`src/rtl/pipeline_hazard_ctrl.sv`:
```
// Stall/flush sequencer for the 4-stage pipeline: load-use, branch
// flush, data-memory freeze with timeout trap, perf counters.
module pipeline_hazard_ctrl #(
  parameter int MEM_TIMEOUT = 64,
  parameter int CNT_W       = 16
) (
  input  logic             i_clk,
  input  logic             i_rst,
  input  logic [4:0]       i_id_ra_a,
  input  logic [4:0]       i_id_ra_b,
  input  logic             i_id_uses_a,
  input  logic             i_id_uses_b,
  input  logic [4:0]       i_ex_wa,
  input  logic             i_ex_mem_read,
  input  logic             i_br_taken,
  input  logic             i_mem_req,
  input  logic             i_mem_ready,
  output logic             o_pc_en,
  output logic             o_s1_en,
  output logic             o_s2_en,
  output logic             o_s3_en,
  output logic             o_s1_flush,
  output logic             o_s2_flush,
  output logic             o_s4_bubble,
  output logic [CNT_W-1:0] o_stall_cycles,
  output logic [CNT_W-1:0] o_flush_count,
  output logic             o_mem_timeout_err
);

  typedef enum logic [1:0] {
    ST_RUN,
    ST_WAIT,
    ST_ERR
  } state_t;

  localparam logic [15:0] WC_LAST = 16'(MEM_TIMEOUT - 1);

  state_t           r_state;
  logic             r_run_q;
  logic [15:0]      r_wait_cnt;
  logic [CNT_W-1:0] r_stall;
  logic [CNT_W-1:0] r_flush;
  logic             r_err;

  logic w_hit_a;
  logic w_hit_b;
  logic w_hazard;
  logic w_freeze;
  logic w_trap;
  logic w_live;
  logic w_br;
  logic w_ldu;

  assign w_hit_a  = i_id_uses_a && (i_id_ra_a == i_ex_wa);
  assign w_hit_b  = i_id_uses_b && (i_id_ra_b == i_ex_wa);
  assign w_hazard = i_ex_mem_read && (i_ex_wa != 5'd0)
                 && (w_hit_a || w_hit_b);

  // mem_req dropping while waiting counts as completion
  assign w_freeze = r_run_q && (r_state != ST_ERR)
                 && i_mem_req && !i_mem_ready;
  assign w_trap   = r_run_q && (r_state == ST_ERR);
  assign w_live   = r_run_q && (r_state != ST_ERR) && !w_freeze;
  assign w_br     = w_live && i_br_taken;
  assign w_ldu    = w_live && !i_br_taken && w_hazard;

  assign o_pc_en     = w_live && !w_ldu;
  assign o_s1_en     = w_live && !w_ldu;
  assign o_s2_en     = w_live;
  assign o_s3_en     = w_live;
  assign o_s1_flush  = w_br;
  assign o_s2_flush  = w_br || w_ldu;
  assign o_s4_bubble = w_freeze || w_trap;

  assign o_stall_cycles    = r_stall;
  assign o_flush_count     = r_flush;
  assign o_mem_timeout_err = r_err;

  // Startup gate, memory-wait tracking and terminal error trap
  always_ff @(posedge i_clk or negedge i_rst) begin
    if (!i_rst) begin
      r_state    <= ST_RUN;
      r_run_q    <= 1'b0;
      r_wait_cnt <= '0;
      r_err      <= 1'b0;
    end else if (!r_run_q) begin
      r_run_q <= 1'b1;
    end else begin
      unique case (r_state)
        ST_RUN: begin
          if (w_freeze) begin
            r_state    <= ST_WAIT;
            r_wait_cnt <= 16'd1;
          end
        end
        ST_WAIT: begin
          if (w_freeze) begin
            r_wait_cnt <= r_wait_cnt + 16'd1;
            if (r_wait_cnt == WC_LAST) begin
              r_state <= ST_ERR;
              r_err   <= 1'b1;
            end
          end else begin
            r_state    <= ST_RUN;
            r_wait_cnt <= '0;
          end
        end
        ST_ERR: begin
          r_state <= ST_ERR;
        end
        default: begin
          r_state <= ST_RUN;
        end
      endcase
    end
  end

  // Saturating stall and branch-flush counters
  always_ff @(posedge i_clk or negedge i_rst) begin
    if (!i_rst) begin
      r_stall <= '0;
      r_flush <= '0;
    end else begin
      if (r_run_q && !o_pc_en && (r_stall != '1))
        r_stall <= r_stall + 1'b1;
      if (w_br && (r_flush != '1))
        r_flush <= r_flush + 1'b1;
    end
  end

endmodule
```
`config.mk`:
```
export PLATFORM = sky130hd
export DESIGN_NAME = pipeline_hazard_ctrl
export DESIGN_NICKNAME = d
export VERILOG_FILES = /design/src/rtl/pipeline_hazard_ctrl.sv
export SDC_FILE = /design/constraint.sdc
export NUM_CORES = 1
export LEC_CHECK = 0
export CAP_MARGIN = 20
export CORE_UTILIZATION = 35
export DETAILED_ROUTE_END_ITERATION = 12
export GPL_ROUTABILITY_DRIVEN = 0
export GPL_TIMING_DRIVEN = 0
export SLEW_MARGIN = 20
export SYNTH_ARGS = -nofsm -noshare
export SYNTH_HDL_FRONTEND = slang
export SYNTH_SLANG_ARGS = --single-unit
export TNS_END_PERCENT = 30
```
`constraint.sdc`:
```
create_clock -name i_clk -period 2.5 [get_ports i_clk]
set_clock_uncertainty 0.2 [all_clocks]
set_input_delay 0.5 -clock i_clk [delete_from_list [all_inputs] [get_ports i_clk]]
set_output_delay 0.5 -clock i_clk [all_outputs]
set_load 0.1 [all_outputs]
```
==> results of run 1 <==
[kinds of logic (layout without fill, tap and decap cells)]
group,count (synthesis),count (layout),synth area share
simple gates,121,121,0.230
other cells,1,1,0.00137
xor+xnor,51,51,0.163
compound gates,23,23,0.0707
fa+ha+maj,3,3,0.0137
mux,4,4,0.0164
buf+inv,18,93,0.0301
flops,52,52,0.475
[sequential cells by signal, summed over array words and instances (netlist names)]
| name | flops |
|---|---|
| o_mem_timeout_err | 1 |
| r_run_q | 1 |
| r_state | 2 |
| o_flush_count | 16 |
| r_wait_cnt | 16 |
| o_stall_cycles | 16 |
[through the flow]
stage	setup WS, ns	power, mW
2_1_floorplan	-0.211	2.17
3_3_place_gp	-1.75	2.52
3_5_place_dp	-1.72	2.53
4_1_cts	-0.138	2.97
5_1_grt	-0.117	3.08
6_report	-0.0769	2.94
[repair_timing]
item / 4_1_cts / 5_1_grt
cloned: 0 / 0
gates resized for setup: 122 / 21
endpoints found under the setup margin: 64 / 12
endpoints found under the hold margin: 0 / 0
pin swaps: 6 / 14
buffers inserted: 3 / 2
[area by class of cell]
type | instances | area [um^2]
inverter | 9 | 33.8
timing repair buffer | 67 | 646
tap | 99 | 124
clock buffer | 6 | 72.6
clock inverter | 2 | 16.3
multi-input combinational | 203 | 1450
fill | 718 | 3680
sequential | 52 | 1320
buffer | 9 | 75.1
[worst paths after layout]
| path | from | slack, ns | depth (start not counted) | end |
|---|---|---|---|---|
| worst min register to register | o_mem_timeout_err | 0.28 | 1 | o_mem_timeout_err |
| max in group asynchronous | i_rst | 1.58 | 1 | o_stall_cycles[1] |
| worst max-delay path | i_mem_ready | -0.08 | 8 | o_s1_en |
| worst min-delay path | i_rst | -0.007 | 1 | o_stall_cycles[15] |
| worst max register to register | o_stall_cycles[0] | 0.10 | 7 | o_stall_cycles[1] |
| min in group i_clk | o_mem_timeout_err | 0.28 | 1 | o_mem_timeout_err |
[per-layer routing]
layer	global-route usage	vias up	share of wire
li1	-	1096	-
met1	0.212	1088	0.48
met2	0.245	57	0.46
met3	0.0345	5	0.049
met4	0.0484	0	0.011
met5	0	-	0
[Yosys cell counts, types with 2 or more instances]
cell type  count  area [um^2]
nor2b_1        3         18.8
nor3b_1        3         22.5
nor4b_1        4         35.0
nor3_1         7         35.0
nand4_1       16          100
nand2_1       20         75.1
xor2_1        28          245
nand3_1       14         70.1
and3_1         8         50.1
xnor2_1       23          201
mux2_2         4         45.0
clkbuf_2       2         10.0
nor2_1        28          105
nor4_1         6         37.5
dfrtp_1       52         1300
o21ai_0        3         15.0
or3_1          3         18.8
inv_1          9         33.8
and2_1         3         18.8
a21oi_1        5         25.0
a31oi_1        2         12.5
ha_1           3         37.5
a21o_1         2         15.0
buf_4          3         22.5
clkbuf_1       2         7.51
[worst register-to-register path, stage by stage (launching register included)]
cell	delay, ns
dfrtp_4	0.44
ha_1	0.20
nand2_1	0.10
or3_1	0.34
buf_2	0.17
o31ai_4	0.47
nor2_2	0.09
mux2_2	0.28
[power by group]
group / total (mW) / internal (mW) / leakage [nW] / switching, mW
combinational: 1.35 / 0.297 / 0.993 / 1.05
clock: 0.481 / 0.200 / 0.0414 / 0.281
sequential: 1.12 / 0.976 / 0.640 / 0.140
==> run summary, run 1 <==
Global Route Usage Sum - 0.156
Fin crit share - 1.03
First-pass DRT Iterations - 4
Layout area overhead - 36.1%
Critical path buffers and inverters - 4
Post-Syn Nets - 299
DR iter-0 viols - 91
Critical path class - in2out
Worst rel slew slack - 0.357
Mean area per synthesized cell - 10.0 um^2
Avg Vias per Cell - 5.02
Cell Count, Final, Fillers Out - 447
Ratio of cells with drive above 1 in the final layout - 0.181
Initial antenna violation count - 0
Post-layout util - 0.504
PD cells - 789 nW/um^2
Worst hold margin - -0.00684 ns
# clock sinks - 52
Post-CTS Hold Buffers - 0
FMAX - 388 MHz
Worst path cell trace - clkdlybuf4s50_1, nor2b_4, a21oi_4, nand2_4, a21oi_4, buf_12, buf_12, buf_12
Hold/Removal Path Class - in2async
N_diodes - 0
Yosys reg bits - 52
Dpl cell area - 3530 um^2
CTS Buf Count - 5
CTS root buffer - clkbuf_8
Vias post-DR - 2246
IO Port Bufs - 62
Worst skew pair latency - 0.31 ns
Dpl cells - 434
VDD IR max - 0.649 mV
Worst setup EP type - output port
Total congestion overflow - 0
Fin nets - 373
Starting Density - 0.370
Post-DRT Antenna Nets - 0
Mapped Area - 2740 um^2
I/O pin cnt - 63
PnR worst setup slack - -0.0769 ns
# DRC - 0
Die H - 90.5 um
Worst-path fanout max - 6
WL/cell - 13.5 um
Fin area - 3730 um^2
Status - finished with violations
Unrepaired setup endpoints after global routing - true
Final hold violations - 3
Final setup TNS - -0.0769 ns
DP HPWL - 4290 um
CP top delay family - buffers and inverters
Worst EP required - 1.80 ns
Worst path slowest cell - clkdlybuf4s50_1
First-pass GRT wire length - 10400 um
Max_cap viols - 0
Synth Flop Type - dfrtp_1
Die width - 90.5 um
Final setup fails - 1
TritonCTS clock tree - done
Routed Wire Length - 6050 um
Commonest non-fill, non-tap cell in the layout - dfrtp_1
Critical Path Max Stage Delay - 0.52 ns
Vias in the first global route - 2187
Synth Instances - 273
Std-Cell Rows - 31
Core Area - 7410 um^2
Max Buffers Root-to-Sink - 2
H-tree Lvls - 2
Die ar. - 8190 um^2
Final min period - 2.58 ns
Number of flops mapped to enable cells by yosys - 0
Worst setup SP type - input pin
Post-synthesis sequential area ratio - 0.475
Clk slew on worst S/H paths - 0.09 ns
YS warnings - 0
Failing checks - negative hold slack, negative setup slack
Ys async rst share - 1.00
Worst-Margin Slew - 0.968 ns
Largest net degree at the start of global routing - 53
Slew Viols, Final - 0
Most frequent cells in the layout - dfrtp_1 (43), dlygate4sd2_1 (39), xor2_1 (28), nor2_1 (26), xnor2_1 (23)
Synth unique cells - 45
Lkg Pwr - 1.67 nW
Arr. time, crit path - 1.88 ns
Most used cell, CP - buf_12
No activity file was read; power rests on OpenSTA's default activity.
==> inputs of run 2 (changes only) <==
--- a/config.mk
+++ b/config.mk
@@ -7,10 +7,10 @@
 export LEC_CHECK = 0
 export CAP_MARGIN = 20
 export CORE_UTILIZATION = 35
+export CTS_CLUSTER_DIAMETER = 150
 export DETAILED_ROUTE_END_ITERATION = 12
 export GPL_ROUTABILITY_DRIVEN = 0
 export GPL_TIMING_DRIVEN = 0
-export SLEW_MARGIN = 20
 export SYNTH_ARGS = -nofsm -noshare
 export SYNTH_HDL_FRONTEND = slang
 export SYNTH_SLANG_ARGS = --single-unit
==> run summary, run 2 (synthesis results as in run 1) <==
Vias post-DR - 2226 (-0.89%)
Placement Setup Slack - -1.75 ns (-0.0289 ns)
Arr. time, crit path - 1.88 ns (about the same)
Layout area overhead - 37.1%
Worst setup SP type - input pin
Reg2reg start - o_stall_cycles[0]
Max Buffers Root-to-Sink - 2 (unchanged)
Largest net degree at the start of global routing - 36 (-32%)
Clk slew on worst S/H paths - 0.09 ns (about the same)
IO Port Bufs - 62 (unchanged)
CTS root buffer - clkbuf_8
Lkg Pwr - 1.71 nW (+2.2%)
Worst setup EP type - output port
Max_cap viols - 0 (unchanged)
Setup slack of the most critical reg-to-reg path - 0.14 ns (+0.04 ns)
CP Depth - 7 (-1)
Vias in the first global route - 2196 (+0.41%)
Die width - 90.5 um (unchanged)
Avg Vias per Cell - 4.95 (-1.6%)
Final setup fails - 3 (+2)
Worst hold margin - 0.280 ns (+0.287 ns)
Total power - 2.94 mW (-0.20%)
CP top delay family - simple AND/OR/NAND/NOR gates
I/O pin cnt - 63 (unchanged)
Worst-path fanout max - 3 (-3)
Starting Density - 0.370 (unchanged)
Status - finished with violations
Final min period - 2.58 ns (+0.00522 ns)
Initial antenna violation count - 0 (unchanged)
First-pass DRT Iterations - 4 (unchanged)
Fin nets - 376 (+0.80%)
FMAX - 387 MHz (-0.20%)
Critical Path Max Stage Delay - 0.55 ns (+0.03 ns)
Core Area - 7410 um^2 (unchanged)
Critical path class - in2out
Total congestion overflow - 0 (unchanged)
Post-DRT Antenna Nets - 0 (unchanged)
H-tree Lvls - 2 (unchanged)
CTS Buf Count - 5 (unchanged)
Worst path cell trace - buf_8, or4_4, nor2_4, nor3b_4, a21oi_4, buf_12, buf_12
Post-layout util - 0.507 (+0.00372)
Worst path slowest cell - or4_4
Unrepaired setup endpoints after global routing - true
Hold/Removal Path Class - reg2reg
Die ar. - 8190 um^2 (unchanged)
VDD IR max - 0.708 mV (+9.0%)
Worst-Margin Slew - 0.962 ns (-0.00645 ns)
# clock sinks - 52 (unchanged)
Hold Path Sink - o_mem_timeout_err
DP HPWL - 4420 um (+3.0%)
R2r worst-path depth - 7 (unchanged)
Global Route Usage Sum - 0.158 (+0.00252)
Slew Viols, Final - 0 (unchanged)
Worst skew pair latency - 0.30 ns (about the same)
Std-Cell Rows - 31 (unchanged)
# DRC - 0 (unchanged)
PD cells - 782 nW/um^2 (-0.93%)
WL/cell - 13.9 um (+2.5%)
Fin crit share - 1.03 (+0.00209)
N_diodes - 0 (unchanged)
Final hold violations - 0 (-3)
Routed Wire Length - 6240 um (+3.2%)
Most frequent cells in the layout - dfrtp_1 (43), dlygate4sd2_1 (38), xor2_1 (28), nor2_1 (26), xnor2_1 (22)
Most used cell, CP - buf_12
DR iter-0 viols - 118 (+30%)
Commonest non-fill, non-tap cell in the layout - dfrtp_1
Worst rel slew slack - 0.358 (+0.000686)
Hold Path Stages - 1
Die H - 90.5 um (unchanged)
PnR worst setup slack - -0.0822 ns (-0.00522 ns)
Critical path buffers and inverters - 3 (-1)
Failing checks - negative setup slack
First-pass GRT wire length - 10700 um (+2.6%)
Final setup TNS - -0.0985 ns (-0.0216 ns)
R2r endpoint - o_stall_cycles[1]
TritonCTS clock tree - done
Worst EP required - 1.80 ns (about the same)
Ratio of cells with drive above 1 in the final layout - 0.197 (+0.0155)
Min-Delay Startpoint - o_mem_timeout_err
-- run 2: worst max-delay path by stage --
stage                           from      end  slack [ns]
after floorplan            i_mem_req  o_s3_en       -0.21
after detailed placement  i_ex_wa[0]  o_s1_en       -1.75
final                     i_ex_wa[4]  o_s1_en       -0.08
after CTS                 i_ex_wa[4]  o_s1_en       -0.13
after global routing       i_mem_req  o_s1_en       -0.13
after global placement    i_ex_wa[0]  o_s1_en       -1.75
-- run 2: where the power goes --
group / internal (mW) / total [mW] / switching, mW / leakage, nW
Combinational: 0.298 / 1.35 / 1.05 / 1.03
Sequential: 0.976 / 1.12 / 0.142 / 0.640
Clock: 0.200 / 0.469 / 0.270 / 0.0414
-- run 2: what timing repair did --
item,in CTS,in global routing
resized for setup,126,17
endpoints found under the setup margin,63,21
hold buffers,1,0
setup buffers,6,1
pin swaps,10,14
endpoints found under the hold margin,17,0
-- run 2: layout make-up --
class	instances	area (um^2)
fill	702	3650
multi-input combinational	203	1460
sequential	52	1320
timing repair buffer	71	682
tap	99	124
clock buffer	6	72.6
buffer	8	56.3
inverter	9	33.8
clock inverter	2	16.3
-- run 2: metrics by stage --
step | cell area (um^2) | std cells
6_report | 3760 | 450
5_1_grt | 3760 | 450
4_1_cts | 3730 | 450
3_5_place_dp | 3550 | 435
3_3_place_gp | 3530 | 434
2_1_floorplan | 2790 | 273
-- run 2: layer usage --
layer / routed length, um / vias to the layer above / track usage
met1: 2980 / 1060 / 0.216
li1: - / 1108 / -
met3: 291 / 4 / 0.0354
met5: 0 / - / 0
met2: 2930 / 54 / 0.258
met4: 42 / 0 / 0.0309
-- run 2: worst reg2reg max path, stage by stage (launching register included) --
cell and delay [ns]:
dfrtp_4 0.44, ha_1 0.21, nand2_1 0.11, or3_1 0.34, buf_2 0.17, o31ai_4 0.40
nor2_2 0.10, mux2_2 0.28
==> inputs of run 3 (changes only) <==
--- a/config.mk
+++ b/config.mk
@@ -6,11 +6,12 @@
 export NUM_CORES = 1
 export LEC_CHECK = 0
 export CAP_MARGIN = 20
-export CORE_UTILIZATION = 35
+export CORE_UTILIZATION = 50
 export CTS_CLUSTER_DIAMETER = 150
 export DETAILED_ROUTE_END_ITERATION = 12
 export GPL_ROUTABILITY_DRIVEN = 0
 export GPL_TIMING_DRIVEN = 0
+export PLACE_DENSITY = 0.8
 export SYNTH_ARGS = -nofsm -noshare
 export SYNTH_HDL_FRONTEND = slang
 export SYNTH_SLANG_ARGS = --single-unit
==> run summary, run 3 (synthesis results as in run 1) <==
PnR worst setup slack - -0.0915 ns (-0.00936 ns)
Vias in the first global route - 2269 (+3.3%)
Avg Vias per Cell - 5.39 (+9.0%)
Final min period - 2.59 ns (+0.00936 ns)
CTS root buffer - clkbuf_8
CTS Buf Count - 5 (unchanged)
Status - finished with violations
Largest net degree at the start of global routing - 33 (-8.3%)
Slew Viols, Final - 0 (unchanged)
Total congestion overflow - 0 (unchanged)
Dpl cell area - 3510 um^2 (-1.0%)
Total power - 3.25 mW (+11%)
Failing checks - negative setup slack
WL/cell - 14.4 um (+3.9%)
Total of fill cells in the finished design - 410 (-42%)
Commonest non-fill, non-tap cell in the layout - dlygate4sd2_1
Die width - 76.0 um (-16%)
Starting Density - 0.527 (+0.157)
DR iter-0 viols - 76 (-36%)
Fin crit share - 1.04 (+0.00374)
Fin nets - 379 (+0.80%)
# clock sinks - 52 (unchanged)
Ratio of cells with drive above 1 in the final layout - 0.195 (-0.00167)
TritonCTS clock tree - done
IO Port Bufs - 62 (unchanged)
Worst-path fanout max - 3 (unchanged)
PD cells - 853 nW/um^2 (+9.1%)
Core Area - 5200 um^2 (-30%)
First-pass GRT wire length - 10400 um (-2.1%)
Hold/Removal Path Class - reg2reg
Worst setup EP type - output port
Clk slew on worst S/H paths - 0.09 ns (about the same)
Post-DRT Antenna Nets - 0 (unchanged)
Max_cap viols - 0 (unchanged)
Worst skew pair latency - 0.30 ns (about the same)
Worst rel slew slack - 0.356 (-0.00171)
Most frequent cells in the layout - dlygate4sd2_1 (44), dfrtp_1 (43), xor2_1 (28), nor2_1 (26), xnor2_1 (23)
Worst setup SP type - input pin
I/O pin cnt - 63 (unchanged)
DP HPWL - 4200 um (-4.9%)
Routed Wire Length - 6110 um (-2.1%)
Max Buffers Root-to-Sink - 2 (unchanged)
Die H - 76.0 um (-16%)
First-pass DRT Iterations - 4 (unchanged)
Final setup fails - 2 (-1)
VDD IR max - 0.966 mV (+36%)
Global Route Usage Sum - 0.222 (+0.0641)
# DRC - 0 (unchanged)
Min-Delay Startpoint - o_mem_timeout_err
Dpl cells - 406 (-6.7%)
Die ar. - 5780 um^2 (-29%)
Reg2reg start - o_stall_cycles[0]
Final hold violations - 0 (unchanged)
Critical path origin - i_ex_wa[3]
Cell Count, Final, Fillers Out - 424 (-5.8%)
Lkg Pwr - 1.73 nW (+0.87%)
N_diodes - 0 (unchanged)
H-tree Lvls - 2 (unchanged)
Arr. time, crit path - 1.89 ns (about the same)
Unrepaired setup endpoints after global routing - true
Worst hold margin - 0.281 ns (+0.000940 ns)
Layout area overhead - 38.9%
Worst-Margin Slew - 0.970 ns (+0.00798 ns)
Critical path class - in2out
Initial antenna violation count - 0 (unchanged)
Worst EP required - 1.80 ns (about the same)
Vias post-DR - 2287 (+2.7%)
Placement Setup Slack - -1.71 ns (+0.0440 ns)
Std-Cell Rows - 26 (-16%)
FMAX - 386 MHz (-0.36%)
Fin area - 3810 um^2 (+1.3%)
==> run 3: path summary, 6_finish.rpt <==
path / end / slack [ns] / cells after the start
max: o_s1_en / -0.09 / 8
min: o_mem_timeout_err / 0.28 / 1
max reg2reg: o_stall_cycles[1] / 0.11 / 7
min reg2reg: o_mem_timeout_err / 0.28 / 1
max in group asynchronous: o_stall_cycles[3] / 1.03 / 3
min in group asynchronous: o_stall_cycles[13] / 0.50 / 2
==> run 3: stage by stage <==
step	TNS [ns]	utilization
floorplan	-1.17	-
global placement	-62.18	0.672
detailed placement	-18.84	0.675
CTS	-0.145	0.721
global route	-0.226	0.731
finish	-0.105	0.731
==> run 3: final cells by class <==
cell class | instances | area, um^2 | area share
multi-input cells | 203 | 1440 | 0.377
flip-flops and latches | 52 | 1320 | 0.346
repair buffers | 73 | 699 | 0.184
clock inverters | 3 | 90.1 | 0.0237
well taps | 70 | 87.6 | 0.0230
plain buffers | 9 | 75.1 | 0.0197
clock buffers | 5 | 68.8 | 0.0181
inverters | 9 | 33.8 | 0.00887
==> run 3: layer usage <==
| layer | up-vias | wire (um) | part of all wire | track usage |
|---|---|---|---|---|
| met2 | 78 | 2880 | 0.47 | 0.367 |
| met5 | - | 0 | 0 | 0 |
| met4 | 0 | 67 | 0.011 | 0.0558 |
| met1 | 1095 | 2790 | 0.46 | 0.299 |
| met3 | 8 | 366 | 0.060 | 0.0479 |
| li1 | 1106 | - | - | - |
==> run 3: where the power goes <==
group,internal (mW),switching (mW),total [mW]
combinational,0.306,1.06,1.36
clock,0.500,0.270,0.770
sequential,0.976,0.138,1.11
total,1.78,1.47,3.25
==> run 3: repair_timing <==
action,4_1_cts,5_1_grt
pin swaps,17,7
hold buffers,1,0
endpoints found under the setup margin,64,15
endpoints found under the hold margin,20,0
buffers inserted,5,4
gates resized for setup,131,9
==> run 3: worst max-delay path, stage by stage <==
cell	delay, ns
buf_8	0.10
or4_4	0.55
nor2_4	0.12
nor3b_4	0.06
a21oi_4	0.17
buf_12	0.14
buf_12	0.09
buf_12	0.16
